### src/rtl/sat_rd_pkg.sv
// sat_rd_pkg: shared types and encodings for the sat_bin result reader
//   var_state_t : decoded vars-states RAM word {value, implied, level}
//   VAL_*       : per-variable assignment encodings
//   RES_*       : solver result encodings
//   rd_state_e  : unload controller states
package sat_rd_pkg;
    localparam int LVL_W = 16;
    typedef struct packed {
        logic [1:0]       value;
        logic             implied;
        logic [LVL_W-1:0] level;
    } var_state_t;
    localparam logic [1:0] VAL_UNASSIGNED = 2'b00;
    localparam logic [1:0] VAL_FALSE      = 2'b01;
    localparam logic [1:0] VAL_TRUE       = 2'b10;
    localparam logic [1:0] RES_NONE  = 2'b00;
    localparam logic [1:0] RES_SAT   = 2'b01;
    localparam logic [1:0] RES_UNSAT = 2'b10;
    typedef enum logic [1:0] {ST_IDLE, ST_READ, ST_DRAIN, ST_FINISH} rd_state_e;
endpackage

### src/rtl/sat_rd_skid_fifo.sv
// sat_rd_skid_fifo: 2-entry FIFO holding RAM words that the sink has not yet taken
//   clk, rst (async, active-low)
//   push/din : write an entry      pop/dout : remove the head entry
//   count, full, empty : occupancy
module sat_rd_skid_fifo #(
    parameter int WIDTH = 32
) (
    input  logic             clk,
    input  logic             rst,
    input  logic             push,
    input  logic             pop,
    input  logic [WIDTH-1:0] din,
    output logic [WIDTH-1:0] dout,
    output logic [1:0]       count,
    output logic             full,
    output logic             empty
);
    logic [WIDTH-1:0] mem [2];
    logic rd, wr;
    always_ff @(posedge clk) begin
        if (push) mem[wr] <= din;
    end
    always_ff @(posedge clk or negedge rst) begin
        if (!rst) begin
            rd    <= 1'b0;
            wr    <= 1'b0;
            count <= 2'd0;
        end else begin
            if (push) wr <= !wr;
            if (pop) rd <= !rd;
            count <= count + 2'(push) - 2'(pop);
        end
    end
    assign dout  = mem[rd];
    assign full  = count == 2'd2;
    assign empty = count == 2'd0;
endmodule

### src/rtl/sat_bin_result_reader.sv
// sat_bin_result_reader: unloads the sat_bin vars-states RAM and streams one assignment per variable
//   clk, rst (async, active-low)
//   start_i, nv_all_i, global_sat_i, global_unsat_i : unload request, sampled on start_i
//   apply_ex_o, ram_en_vs_o, ram_addr_vs_o, ram_dout_vs_i : external vars-states read port
//   out_valid_o/out_ready_i + out_var_o, out_value_o, out_implied_o, out_level_o, out_last_o : beat stream
//   busy_o, done_o, result_o : status
//   checksum_o : XOR of delivered RAM words, present only with SAT_RD_CHECKSUM_EN defined
module sat_bin_result_reader
    import sat_rd_pkg::*;
#(
    parameter int WIDTH_VAR             = 12,
    parameter int WIDTH_LVL             = 16,
    parameter int WIDTH_VAR_STATES      = 19,
    parameter int ADDR_WIDTH_VAR_STATES = 9
) (
    input  logic                             clk,
    input  logic                             rst,
    input  logic                             start_i,
    input  logic [WIDTH_VAR-1:0]             nv_all_i,
    input  logic                             global_sat_i,
    input  logic                             global_unsat_i,
    output logic                             apply_ex_o,
    output logic                             ram_en_vs_o,
    output logic [ADDR_WIDTH_VAR_STATES-1:0] ram_addr_vs_o,
    input  logic [WIDTH_VAR_STATES-1:0]      ram_dout_vs_i,
    output logic                             out_valid_o,
    input  logic                             out_ready_i,
    output logic [WIDTH_VAR-1:0]             out_var_o,
    output logic [1:0]                       out_value_o,
    output logic                             out_implied_o,
    output logic [WIDTH_LVL-1:0]             out_level_o,
    output logic                             out_last_o,
`ifdef SAT_RD_CHECKSUM_EN
    output logic [WIDTH_VAR_STATES-1:0]      checksum_o,
`endif
    output logic                             busy_o,
    output logic                             done_o,
    output logic [1:0]                       result_o
);
    localparam int FW = WIDTH_VAR_STATES + WIDTH_VAR + 1;
    localparam logic [WIDTH_VAR-1:0] MAX_N = WIDTH_VAR'((1 << ADDR_WIDTH_VAR_STATES) - 1);
    rd_state_e state, state_nx;
    logic [WIDTH_VAR-1:0] n, addr, pend_var, hvar;
    logic pend, pend_last, hlast;
    logic [FW-1:0] head, fifo_dout;
    logic [WIDTH_VAR_STATES-1:0] word;
    logic [1:0] count;
    logic full, empty, pop, issue, accept, skip, fifo_push;
    assign accept = state == ST_IDLE && start_i;
    assign skip   = global_unsat_i || nv_all_i == '0;
    // When the FIFO is empty the word arriving from the RAM is shown directly,
    // so a beat can leave in the same cycle its read data returns.
    assign head = empty ? {ram_dout_vs_i, pend_var, pend_last} : fifo_dout;
    assign {word, hvar, hlast} = head;
    assign out_valid_o = pend || !empty;
    assign pop   = out_valid_o && out_ready_i;
    assign issue = state == ST_READ && ({1'b0, count} + {2'b0, pend} < 3'd2 || pop);
    // An arriving word is buffered unless it leaves this cycle through the bypass.
    assign fifo_push = pend && !(empty && pop) && !full;
    sat_rd_skid_fifo #(.WIDTH(FW)) u_fifo (
        .clk   (clk),
        .rst   (rst),
        .push  (fifo_push),
        .pop   (pop && !empty),
        .din   ({ram_dout_vs_i, pend_var, pend_last}),
        .dout  (fifo_dout),
        .count (count),
        .full  (full),
        .empty (empty)
    );
    // A skipped unload passes through DRAIN (nothing outstanding) so done_o
    // lands two cycles after start_i.
    always_comb begin
        state_nx = state;
        case (state)
            ST_IDLE:  if (start_i) state_nx = skip ? ST_DRAIN : ST_READ;
            ST_READ:  if (issue && addr == n) state_nx = ST_DRAIN;
            ST_DRAIN: if ((pop && hlast) || (!pend && empty)) state_nx = ST_FINISH;
            default:  state_nx = ST_IDLE;
        endcase
    end
    always_ff @(posedge clk or negedge rst) begin
        if (!rst) begin
            state     <= ST_IDLE;
            n         <= '0;
            addr      <= '0;
            pend      <= 1'b0;
            pend_var  <= '0;
            pend_last <= 1'b0;
            result_o  <= RES_NONE;
        end else begin
            state <= state_nx;
            pend  <= issue;
            if (issue) begin
                pend_var  <= addr;
                pend_last <= addr == n;
                addr      <= addr + 1'b1;
            end
            if (accept) begin
                n        <= nv_all_i > MAX_N ? MAX_N : nv_all_i;
                addr     <= WIDTH_VAR'(1);
                result_o <= global_sat_i ? RES_SAT : global_unsat_i ? RES_UNSAT : RES_NONE;
            end
        end
    end
`ifdef SAT_RD_CHECKSUM_EN
    always_ff @(posedge clk or negedge rst) begin
        if (!rst) checksum_o <= '0;
        else if (accept) checksum_o <= '0;
        else if (pop) checksum_o <= checksum_o ^ word;
    end
`endif
    assign apply_ex_o    = state != ST_IDLE;
    assign busy_o        = state != ST_IDLE;
    assign done_o        = state == ST_FINISH;
    assign ram_en_vs_o   = issue;
    assign ram_addr_vs_o = addr[ADDR_WIDTH_VAR_STATES-1:0];
    assign out_var_o     = out_valid_o ? hvar : '0;
    assign out_value_o   = out_valid_o ? word[WIDTH_LVL+2:WIDTH_LVL+1] : VAL_UNASSIGNED;
    assign out_implied_o = out_valid_o && word[WIDTH_LVL];
    assign out_level_o   = out_valid_o ? word[WIDTH_LVL-1:0] : '0;
    assign out_last_o    = out_valid_o && hlast;
endmodule

### config.mk
export PLATFORM = sky130hd
export DESIGN_NAME = sat_bin_result_reader
export DESIGN_NICKNAME = d
export VERILOG_FILES = /design/src/rtl/sat_rd_pkg.sv /design/src/rtl/sat_rd_skid_fifo.sv /design/src/rtl/sat_bin_result_reader.sv
export SDC_FILE = /design/constraint.sdc
export NUM_CORES = 1
export LEC_CHECK = 0
export CELL_PAD_IN_SITES_DETAIL_PLACEMENT = 2
export CELL_PAD_IN_SITES_GLOBAL_PLACEMENT = 2
export CORE_ASPECT_RATIO = 1.2
export CORE_MARGIN = 1
export CORE_UTILIZATION = 38
export DETAILED_ROUTE_END_ITERATION = 7
export PLACE_DENSITY = 0.91
export REMOVE_ABC_BUFFERS = 1
export SETUP_SLACK_MARGIN = 0.4
export SLEW_MARGIN = 20
export SYNTH_ARGS = -nofsm -noshare
export SYNTH_HDL_FRONTEND = slang
export SYNTH_SLANG_ARGS = --single-unit
### constraint.sdc
create_clock -name clk -period 7.6 [get_ports clk]
set_input_delay 1.9 -clock clk [delete_from_list [all_inputs] [get_ports clk]]
set_output_delay 1.9 -clock clk [all_outputs]
set_load 0.005 [all_outputs]
# After elaboration in Yosys (flattened, before gate mapping)
# Memory sizes are Yosys's and may differ from the RTL's.
# Cells that the tools add are included.
# W data, S select, Z words.
# totals
register_bits	46
ramBits	64
n_memories	1
output_inout_bits	48
input_bits	37
wordCells	69
# mem_list
memory	words	width	rd	rd_clocked_by_memory_dff	write_ports	line	source
u_fifo.mem	2	32	1	0	1	sat_rd_skid_fifo.sv:18	logic [WIDTH-1:0] mem [2];
# op_classes
n_reduce_logical	28
n_eq_ne	8
add_sub_neg	4
mux	16
magnitude_cmp	2
# ops
operator	count
$mux W12	4
$mux W32	1
$mux W16	1
$mux W2	7
$add A12 B1 Y12 const B	1
$eq A12 B12 Y1	1
$gt A12 B9 Y1 const B	1
$logic_and A1 B1 Y1	12
$logic_not A12 Y1	1
$eq A2 B2 Y1 const B	3
$logic_not A1 Y1	6
$pmux W2 S3	1
$logic_not A2 Y1	2
$logic_or A1 B1 Y1	4
$ne A2 B2 Y1 const B	2
$reduce_bool A2 Y1	2
$add A2 B1 Y3	1
$lt A3 B2 Y1 const B	1
$reduce_and A3 Y1	1
$add A2 B1 Y2	1
$eq A2 B1 Y1 const B	1
$mux W1	2
$ne A2 B1 Y1 const B	1
$sub A2 B1 Y2	1

# Logic depth before layout (Yosys ltp)
# Gate-level depths: netlist (run 1).
# depth
word_depth	10
depth_mapped	7
mapped_depth_nobuf	7

# Hierarchy
# A second synthesis (run 1) with hierarchy kept.
# unflattened
cells_unflattened	437
hier_area_um2	5186.2
# by_module_without_submodules
mod	cells_per_inst	area_per_inst_um2	seq_area_each_um2	n_inst
sat_rd_skid_fifo	115	2658.8	2021.9	1
sat_bin_result_reader	322	2527.4	1051.0	1

# Worst setup path before layout (run 1)
# Ideal clock, no wire load.
# synth_path
kind	input to output
startpoint	in out_ready_i
endpoint	out ram_en_vs_o
arrival_time_ns	2.568
setup_slack_ns	3.132
required_time_ns	5.700
cell_stages	3
n_path_buf	1
path_cell_list	o21ai_4 -> clkinv_1 -> clkbuf_1
# synth_between
elab_chain_len	3
# synth_rtl
item	line	source
start, declared	sat_bin_result_reader.sv:27	input logic out_ready_i,
$logic_and A1 B1 Y1	sat_bin_result_reader.sv:56	assign pop = out_valid_o && out_ready_i;
$logic_or A1 B1 Y1	sat_bin_result_reader.sv:57	assign issue = state == ST_READ && ({1'b0, count} + {2'b0, pend} < 3'd2 || pop);
$logic_and A1 B1 Y1	sat_bin_result_reader.sv:57	
end, declared	sat_bin_result_reader.sv:23	output logic ram_en_vs_o,
# Every way passes these cells.

# Worst setup path in the final report (run 1)
# Ends and elaborated chain as after synthesis.

==> impl_summary.log, run 1 <==
[metrics] status: finished clean
[metrics] TritonCTS Sinks: 110
[metrics] VDD IR-drop max: 0.1434 mV
[metrics] area growth from synthesis to layout: 24.24%
[metrics] number of buffers inserted by post-CTS setup repair: 0
[metrics] net count reported at finish: 512
[metrics] ratio of cells with drive above 1 in the final layout: 0.05074
[metrics] last weighted congestion value of the routability-driven placer: 0.7659
[metrics] total inserted antenna cells: 0
[metrics] synthesized-area fraction occupied by and/or/nand/nor cells: 0.1199
[metrics] routed wire length: 12,930 um
[metrics] fillcell total: 1,257
[metrics] register bit count reported by yosys: 110
[metrics] count of buffers inserted at the top-level ports: 84
[metrics] startpoint of the tightest hold check path: result_o[1]
[metrics] leak pwr: 2.293 nW
[metrics] count of cells along the worst hold path: 2
[metrics] worst flop-to-flop path startpoint: u_fifo.count[1]
[metrics] xor/xnor share of the synthesized area: 0.04449
[metrics] maximum buffer depth of the clock tree: 2
[metrics] Tightest Pin Transition: 987.4 ps
[metrics] starting utilization of the core area: 0.3880
[metrics] x dimension of the die: 105.6 um
[metrics] post-synthesis async set-or-reset flop share: 0.4182
[metrics] area of the die: 13,340 um^2
[metrics] later-pin clock latency in the skew report: 350 ps
[metrics] final count of pins violating max slew: 0
[metrics] gate count of the mapped netlist: 403
[metrics] CTS Hold Buffers Added: 0
[metrics] sequential element share of the synthesized area: 0.6280
[metrics] number of endpoints failing setup at the final stage: 0
[metrics] Resized cells post-CTS: 0
[metrics] HPWL reported at the end of detailed placement: 8769 um
[metrics] post-route clock period utilization: 0.7995
[metrics] largest delay contributor family on the critical path: buffers and inverters
[metrics] first-pass iteration count of the detailed router: 4
[metrics] worst reg2reg endpoint: state[1]
[metrics] summed negative setup slack over all endpoints: 0 ps
[metrics] mean instance size in the synthesized netlist: 12.14 um^2
[metrics] combinational family with the most area after synthesis: simple AND/OR/NAND/NOR gates
[metrics] CP Buf/Inv Count: 3
[metrics] most frequent cells in the layout: 83 x clkdlybuf4s50_1, 64 x edfxtp_1, 49 x nand2_1
[metrics] wl on met1: 5327 um
[metrics] CTS tree: yes
[metrics] Root Buffer: clkbuf_16
[metrics] maximum fanout along the worst path: 19
[metrics] cell breakdown of the critical path: clkdlybuf4s50_1 -> o21ai_4 -> clkinv_1 -> clkdlybuf4s50_1
[metrics] number of remaining DRC errors: 0
[metrics] number of hold violations in the final report: 0
[metrics] Total Routing Usage GR: 0.2088
[metrics] Routed met3 length: 381 um
[metrics] highest metal layer used by the detailed router: met4
[metrics] final worst hold slack: 504.7 ps
[metrics] total via count in the routed design: 3,393
[metrics] number of enable-type register cells in the synthesized netlist: 64
[metrics] capturing element type of the critical path: output pin
[metrics] Num CTS Buffers: 9
[metrics] CP peak stage delay: 630 ps
[metrics] Most Frequent Cell on Critical Path: clkdlybuf4s50_1
[metrics] worst hold path class: flip-flop to flip-flop
[metrics] commonest non-fill, non-tap cell in the layout: clkdlybuf4s50_1
[metrics] clock transition time at the flip-flop clock pins of the worst setup and hold paths: 70 ps
[metrics] multiplexer fraction of the synthesized cell area: 0.06546
[metrics] P per Cell Area: 363.6 nW/um^2
[metrics] height of the die: 126.3 um
[metrics] area of the core: 12,610 um^2
[metrics] post-DR vias/cell: 5.327
[metrics] io pins: 85
[metrics] area fraction in compound gates after synthesis: 0.08054
[metrics] drt wl/cell: 20.30 um
[metrics] RSZ-0062 raised after global routing: false
[metrics] Critical Path Source Type: input pin
[metrics] maximum number of pins on one net before global-route repair: 47
[metrics] Ys Warns: 0
[metrics] critical path start-end classification: input pin to output pin
[metrics] time the final worst path needs with I/O delays and setup: 6076 ps
[metrics] residual antenna-violating net count after detailed routing: 0
[metrics] Layout Skew: 9.104 ps
[metrics] Max Clock Freq: 0.1646 GHz
[metrics] Layout Utilization: 0.4820
[metrics] number of cells on the worst reg-to-reg path: 6
[metrics] number of distinct library cells after synthesis: 40
[metrics] wire length of the first global-routing pass: 21,280 um
[metrics] arrival time of the worst setup path: 4180 ps
[metrics] library cell contributing the largest single delay on the critical path: clkdlybuf4s50_1
[metrics] worst slew slack as a fraction of its limit: 0.3418
[metrics] adder-cell area share of the yosys netlist: 0.01790
[metrics] Reg2Reg Setup Slack: 5180 ps
[metrics] met2 wire len: 6959 um
[metrics] number of global-route vias before repair: 3,922
[metrics] std cell rows: 45
[metrics] critical path required time: 5700 ps
[metrics] overflow left after global routing: 0
[metrics] total number of H-tree levels: 3
[metrics] Worst Hold End: result_o[1]
[metrics] top flip-flop cell by instance count after synthesis: edfxtp_1
[metrics] antenna violations before repair: 0
[metrics] 1st-iter DRT viols: 132
[metrics] Max Cap Viol: 0
[metrics] summed instance area of the synthesized netlist: 4893 um^2
-- cell usage after synthesis (2+ instances only) --
| master | count | area share |
|---|---|---|
| buf_6 | 2 | 0.0046 |
| nor4_1 | 4 | 0.0051 |
| o21ai_0 | 41 | 0.042 |
| and3_1 | 2 | 0.0026 |
| xnor2_1 | 19 | 0.034 |
| buf_4 | 10 | 0.015 |
| nor3_1 | 2 | 0.0020 |
| nor2_1 | 14 | 0.011 |
| xor2_1 | 4 | 0.0072 |
| nand2_1 | 49 | 0.038 |
| inv_1 | 8 | 0.0061 |
| a21oi_1 | 4 | 0.0041 |
| mux2i_1 | 32 | 0.065 |
| and2_1 | 5 | 0.0064 |
| nand4_1 | 7 | 0.0089 |
| dfrtp_1 | 46 | 0.24 |
| buf_1 | 4 | 0.0031 |
| o22a_1 | 9 | 0.016 |
| edfxtp_1 | 64 | 0.39 |
| clkbuf_1 | 14 | 0.011 |
| buf_2 | 2 | 0.0020 |
| or3_1 | 4 | 0.0051 |
| nand3_1 | 34 | 0.035 |
| ha_1 | 7 | 0.018 |
-- report_power, final --
part | internal, mW | switching [mW] | leakage [nW]
combinational | 0.425 | 0.409 | 0.999
sequential | 0.772 | 0.139 | 1.16
clock | 0.254 | 0.212 | 0.137
total | 1.45 | 0.760 | 2.29
-- cell type report --
class / count / area (um^2) / share of cell area
clock buffer: 11 / 232.7 / 0.03828
clock inverter: 5 / 51.30 / 0.008438
inverter: 9 / 33.78 / 0.005557
multi-input combinational: 251 / 1622 / 0.2667
sequential: 110 / 3074 / 0.5057
tap: 164 / 205.2 / 0.03375
timing repair buffer: 87 / 860.8 / 0.1416
-- sequential cells by signal, indices dropped and copies added (netlist names) --
name          cells
u_fifo.count      2
u_fifo.mem       64
pend_last         1
pend_var         12
n                12
u_fifo.rd         1
result_o          2
pend              1
state             2
u_fifo.wr         1
addr             12
-- logic make-up (layout without fill, tap and decap cells) --
family	after synthesis	in the layout
buf+inv	42	112
fa+ha+maj	7	7
compound gates	63	63
simple gates	125	125
flops	110	110
xor+xnor	24	24
mux	32	32
-- stage by stage --
step | power [mW] | worst slack [ps] | area, um^2 | instances
3_5_place_dp | 1.768 | 1516 | 5793 | 621
2_1_floorplan | 1.280 | 3084 | 4713 | 370
3_3_place_gp | 1.696 | 1620 | 5793 | 621
4_1_cts | 2.247 | 1491 | 6077 | 637
5_1_grt | 2.340 | 1366 | 6080 | 637
6_report | 2.210 | 1524 | 6080 | 637
-- worst min-delay path, stage by stage (launching register included) --
cell and delay [ps]:
dfrtp_1 360, nand2_1 60, nand2_1 50
-- layer usage --
metal  vias up  GRT usage
met1      1735     0.2388
met4         0    0.07843
li1       1558          -
met2        85     0.3897
met3        15    0.03340
met5         -          0
-- how the worst max path moves through the flow --
stage | cells past startpoint | to | start | slack (ps)
after floorplan | 2 | ram_en_vs_o | out_ready_i | 3080
after global placement | 4 | ram_en_vs_o | out_ready_i | 1620
after detailed placement | 4 | ram_en_vs_o | out_ready_i | 1520
after CTS | 4 | ram_en_vs_o | out_ready_i | 1490
after global routing | 4 | ram_en_vs_o | out_ready_i | 1370
final | 4 | ram_en_vs_o | out_ready_i | 1520
(Power assumes the default switching activity.)
==> run 2: changes to the inputs <==
--- a/config.mk
+++ b/config.mk
@@ -9,9 +9,9 @@
 export CELL_PAD_IN_SITES_GLOBAL_PLACEMENT = 2
 export CORE_ASPECT_RATIO = 1.2
 export CORE_MARGIN = 1
-export CORE_UTILIZATION = 38
+export CORE_UTILIZATION = 32
 export DETAILED_ROUTE_END_ITERATION = 7
-export PLACE_DENSITY = 0.91
+export PLACE_DENSITY = 0.82
 export REMOVE_ABC_BUFFERS = 1
 export SETUP_SLACK_MARGIN = 0.4
 export SLEW_MARGIN = 20
==> constraint.sdc (replaced) <==
create_clock -name clk -period 5.2 [get_ports clk]
set_input_delay 1.3 -clock clk [delete_from_list [all_inputs] [get_ports clk]]
set_output_delay 1.3 -clock clk [all_outputs]
set_load 0.005 [all_outputs]
==> run 2 against run 1 <==
Effect of this change:
- utilization shrank 6.8 points
- sequential power grew 48%
- clock skew shrank 1.6 ps
- die area grew 18%
- hold slack lost 5.7 ps
- wire length shrank 8.6%
- power grew 50%
==> impl_summary.log, run 2 (same netlist as run 1, synthesis figures left out) <==
[metrics] max FFs per register: 64 (unchanged)
[metrics] worst slew slack as a fraction of its limit: 0.3024 (-0.03934)
[metrics] total number of H-tree levels: 3 (unchanged)
[metrics] area of the die: 15,790 um^2 (+18%)
[metrics] height of the die: 137.5 um (+8.8%)
[metrics] Total Routing Usage GR: 0.1613 (-0.04751)
[metrics] cell breakdown of the critical path: clkdlybuf4s50_1 -> o21ai_4 -> clkinv_1 -> clkdlybuf4s50_1
[metrics] post-route clock period utilization: 0.7687
[metrics] area of the core: 14,960 um^2 (+19%)
[metrics] critical path start-end classification: input pin to output pin
[metrics] number of cells on the worst reg-to-reg path: 3 (-3)
[metrics] Multi-input gate area: 1623 um^2 (about the same)
[metrics] Critical Path Source Type: input pin
[metrics] Most Frequent Cell on Critical Path: clkdlybuf4s50_1
[metrics] later-pin clock latency in the skew report: 350 ps (about the same)
[metrics] maximum fanout along the worst path: 6 (-13)
[metrics] routed wire length: 11,820 um (-8.6%)
[metrics] ratio of cells with drive above 1 in the final layout: 0.06118 (+0.01044)
[metrics] CP startpoint: out_ready_i
[metrics] Resized cells post-CTS: 0 (unchanged)
[metrics] Max Cap Viol: 0 (unchanged)
[metrics] placement-stage cell area: 5852 um^2 (+1.0%)
[metrics] Most flops, register: u_fifo.mem
[metrics] final count of pins violating max slew: 0 (unchanged)
[metrics] CTS tree: yes
[metrics] RSZ-0062 raised after global routing: false
[metrics] commonest non-fill, non-tap cell in the layout: clkdlybuf4s50_1
[metrics] last weighted congestion value of the routability-driven placer: 0.7457 (-2.6%)
[metrics] worst flop-to-flop path startpoint: pend
[metrics] maximum number of pins on one net before global-route repair: 47 (unchanged)
[metrics] area growth from synthesis to layout: 26.72%
[metrics] Reg2Reg Setup Slack: 2530 ps (-2650 ps)
[metrics] post-DR vias/cell: 4.965 (-6.8%)
[metrics] time the final worst path needs with I/O delays and setup: 3997 ps
[metrics] worst hold path class: flip-flop to flip-flop
[metrics] most frequent cells in the layout: 83 x clkdlybuf4s50_1, 64 x edfxtp_1, 49 x nand2_1
[metrics] total via count in the routed design: 3,366 (-0.80%)
[metrics] fillcell total: 1,577 (+25%)
[metrics] library cell contributing the largest single delay on the critical path: clkdlybuf4s50_1
[metrics] maximum buffer depth of the clock tree: 2 (unchanged)
[metrics] capturing element type of the critical path: output pin
[metrics] number of hold violations in the final report: 0 (unchanged)
[metrics] Root Buffer: clkbuf_16
[metrics] HPWL reported at the end of detailed placement: 8167 um (-6.9%)
[metrics] Max Clock Freq: 0.2502 GHz
[metrics] residual antenna-violating net count after detailed routing: 0 (unchanged)
[metrics] critical path required time: 3900 ps (-1800 ps)
[metrics] Layout Utilization: 0.4145 (-0.06752)
[metrics] VDD IR-drop max: 0.1750 mV (+22%)
[metrics] Placed Cells incl. Taps: 662 (+6.6%)
[metrics] status: finished clean
[metrics] CTS Hold Buffers Added: 0 (unchanged)
[metrics] count of buffers inserted at the top-level ports: 84 (unchanged)
[metrics] total inserted antenna cells: 0 (unchanged)
[metrics] number of buffers inserted by post-CTS setup repair: 0 (unchanged)
[metrics] clock transition time at the flip-flop clock pins of the worst setup and hold paths: 70 ps (about the same)
[metrics] overflow left after global routing: 0 (unchanged)
[metrics] P per Cell Area: 536.3 nW/um^2 (+48%)
[metrics] first-pass iteration count of the detailed router: 4 (unchanged)
[metrics] last element of the critical path: ram_en_vs_o
[metrics] leak pwr: 2.331 nW (+1.7%)
[metrics] TritonCTS Sinks: 110 (unchanged)
[metrics] Layout Skew: 7.518 ps (-1.585 ps)
[metrics] number of endpoints failing setup at the final stage: 0 (unchanged)
[metrics] number of global-route vias before repair: 3,769 (-3.9%)
[metrics] Num CTS Buffers: 9 (unchanged)
[metrics] summed area of non-filler cells in the final layout: 6201 um^2 (+2.0%)
[metrics] area of all sequential standard cells: 3074 um^2 (unchanged)
[metrics] wire length of the first global-routing pass: 19,400 um (-8.9%)
[metrics] arrival time of the worst setup path: 2700 ps (-1480 ps)
[metrics] Tightest Pin Transition: 1046 ps (+59.01 ps)
[metrics] summed negative setup slack over all endpoints: 0 ps (unchanged)
[metrics] CP peak stage delay: 560 ps (-70 ps)
[metrics] io pins: 85 (unchanged)
[metrics] 1st-iter DRT viols: 128 (-3.0%)
[metrics] net count reported at finish: 513 (+0.20%)
[metrics] worst reg2reg endpoint: u_fifo.mem[1][18]
[metrics] x dimension of the die: 114.9 um (+8.8%)
[metrics] starting utilization of the core area: 0.3271 (-0.06088)
[metrics] antenna violations before repair: 0 (unchanged)
[metrics] drt wl/cell: 17.44 um (-14%)
[metrics] number of standard cells in the final layout excluding fillers: 678 (+6.4%)
[metrics] std cell rows: 49 (+8.9%)
[metrics] number of remaining DRC errors: 0 (unchanged)
## run 2: cell types whose count changed in the layout (fill, tap and decap cells not counted)
cell / change
bufinv_16: +2
and2_2: +1
clkinv_1: -1
buf_4: +1
inv_6: +1
clkinv_2: -1
clkinvlp_4: -1
clkbuf_1: -2
clkinv_4: +2
and2_1: -1
## run 2: layout make-up
class	instances	share of cell area
flip-flops and latches	110	0.4958
multi-input cells	251	0.2617
repair buffers	88	0.1400
well taps	204	0.04116
clock buffers	9	0.03632
clock inverters	7	0.01957
inverters	9	0.005448
## run 2: critical path: cells and delay by family
family,cells,cell delay [ps]
AO/OA/AOI/OAI,1,250
buffers and inverters,3,1140
## run 2: how the worst min path moves through the flow
stage / startpoint / to / cells past startpoint
6_report: result_o[1] / result_o[1] / 2
2_1_floorplan: u_fifo.wr / u_fifo.wr / 1
4_1_cts: result_o[1] / result_o[1] / 2
3_3_place_gp: result_o[1] / result_o[1] / 2
3_5_place_dp: result_o[1] / result_o[1] / 2
5_1_grt: result_o[1] / result_o[1] / 2
## run 2: power by group
group	switching (mW)	leakage (nW)	internal, mW	total (mW)
registers	0.221	1.16	1.13	1.35
clock network	0.317	0.170	0.474	0.791
logic	0.558	1.00	0.629	1.19
## run 2: metal layers
metal | up-vias | GRT usage | part of all wire
met4 | 0 | 0.05267 | 0.012
met1 | 1716 | 0.1850 | 0.40
met5 | - | 0 | 0
met3 | 9 | 0.01892 | 0.032
li1 | 1569 | - | -
met2 | 72 | 0.3082 | 0.56
## run 2: through the flow
stage | hold slack (ps) | setup slack, ps | total power [mW]
floorplan | 460.3 | 1332 | 1.871
global placement | 462.5 | 1212 | 2.510
detailed placement | 480.2 | 1216 | 2.591
CTS | 508.7 | 1174 | 3.390
global route | 520.0 | 1017 | 3.534
finish | 499.0 | 1203 | 3.326
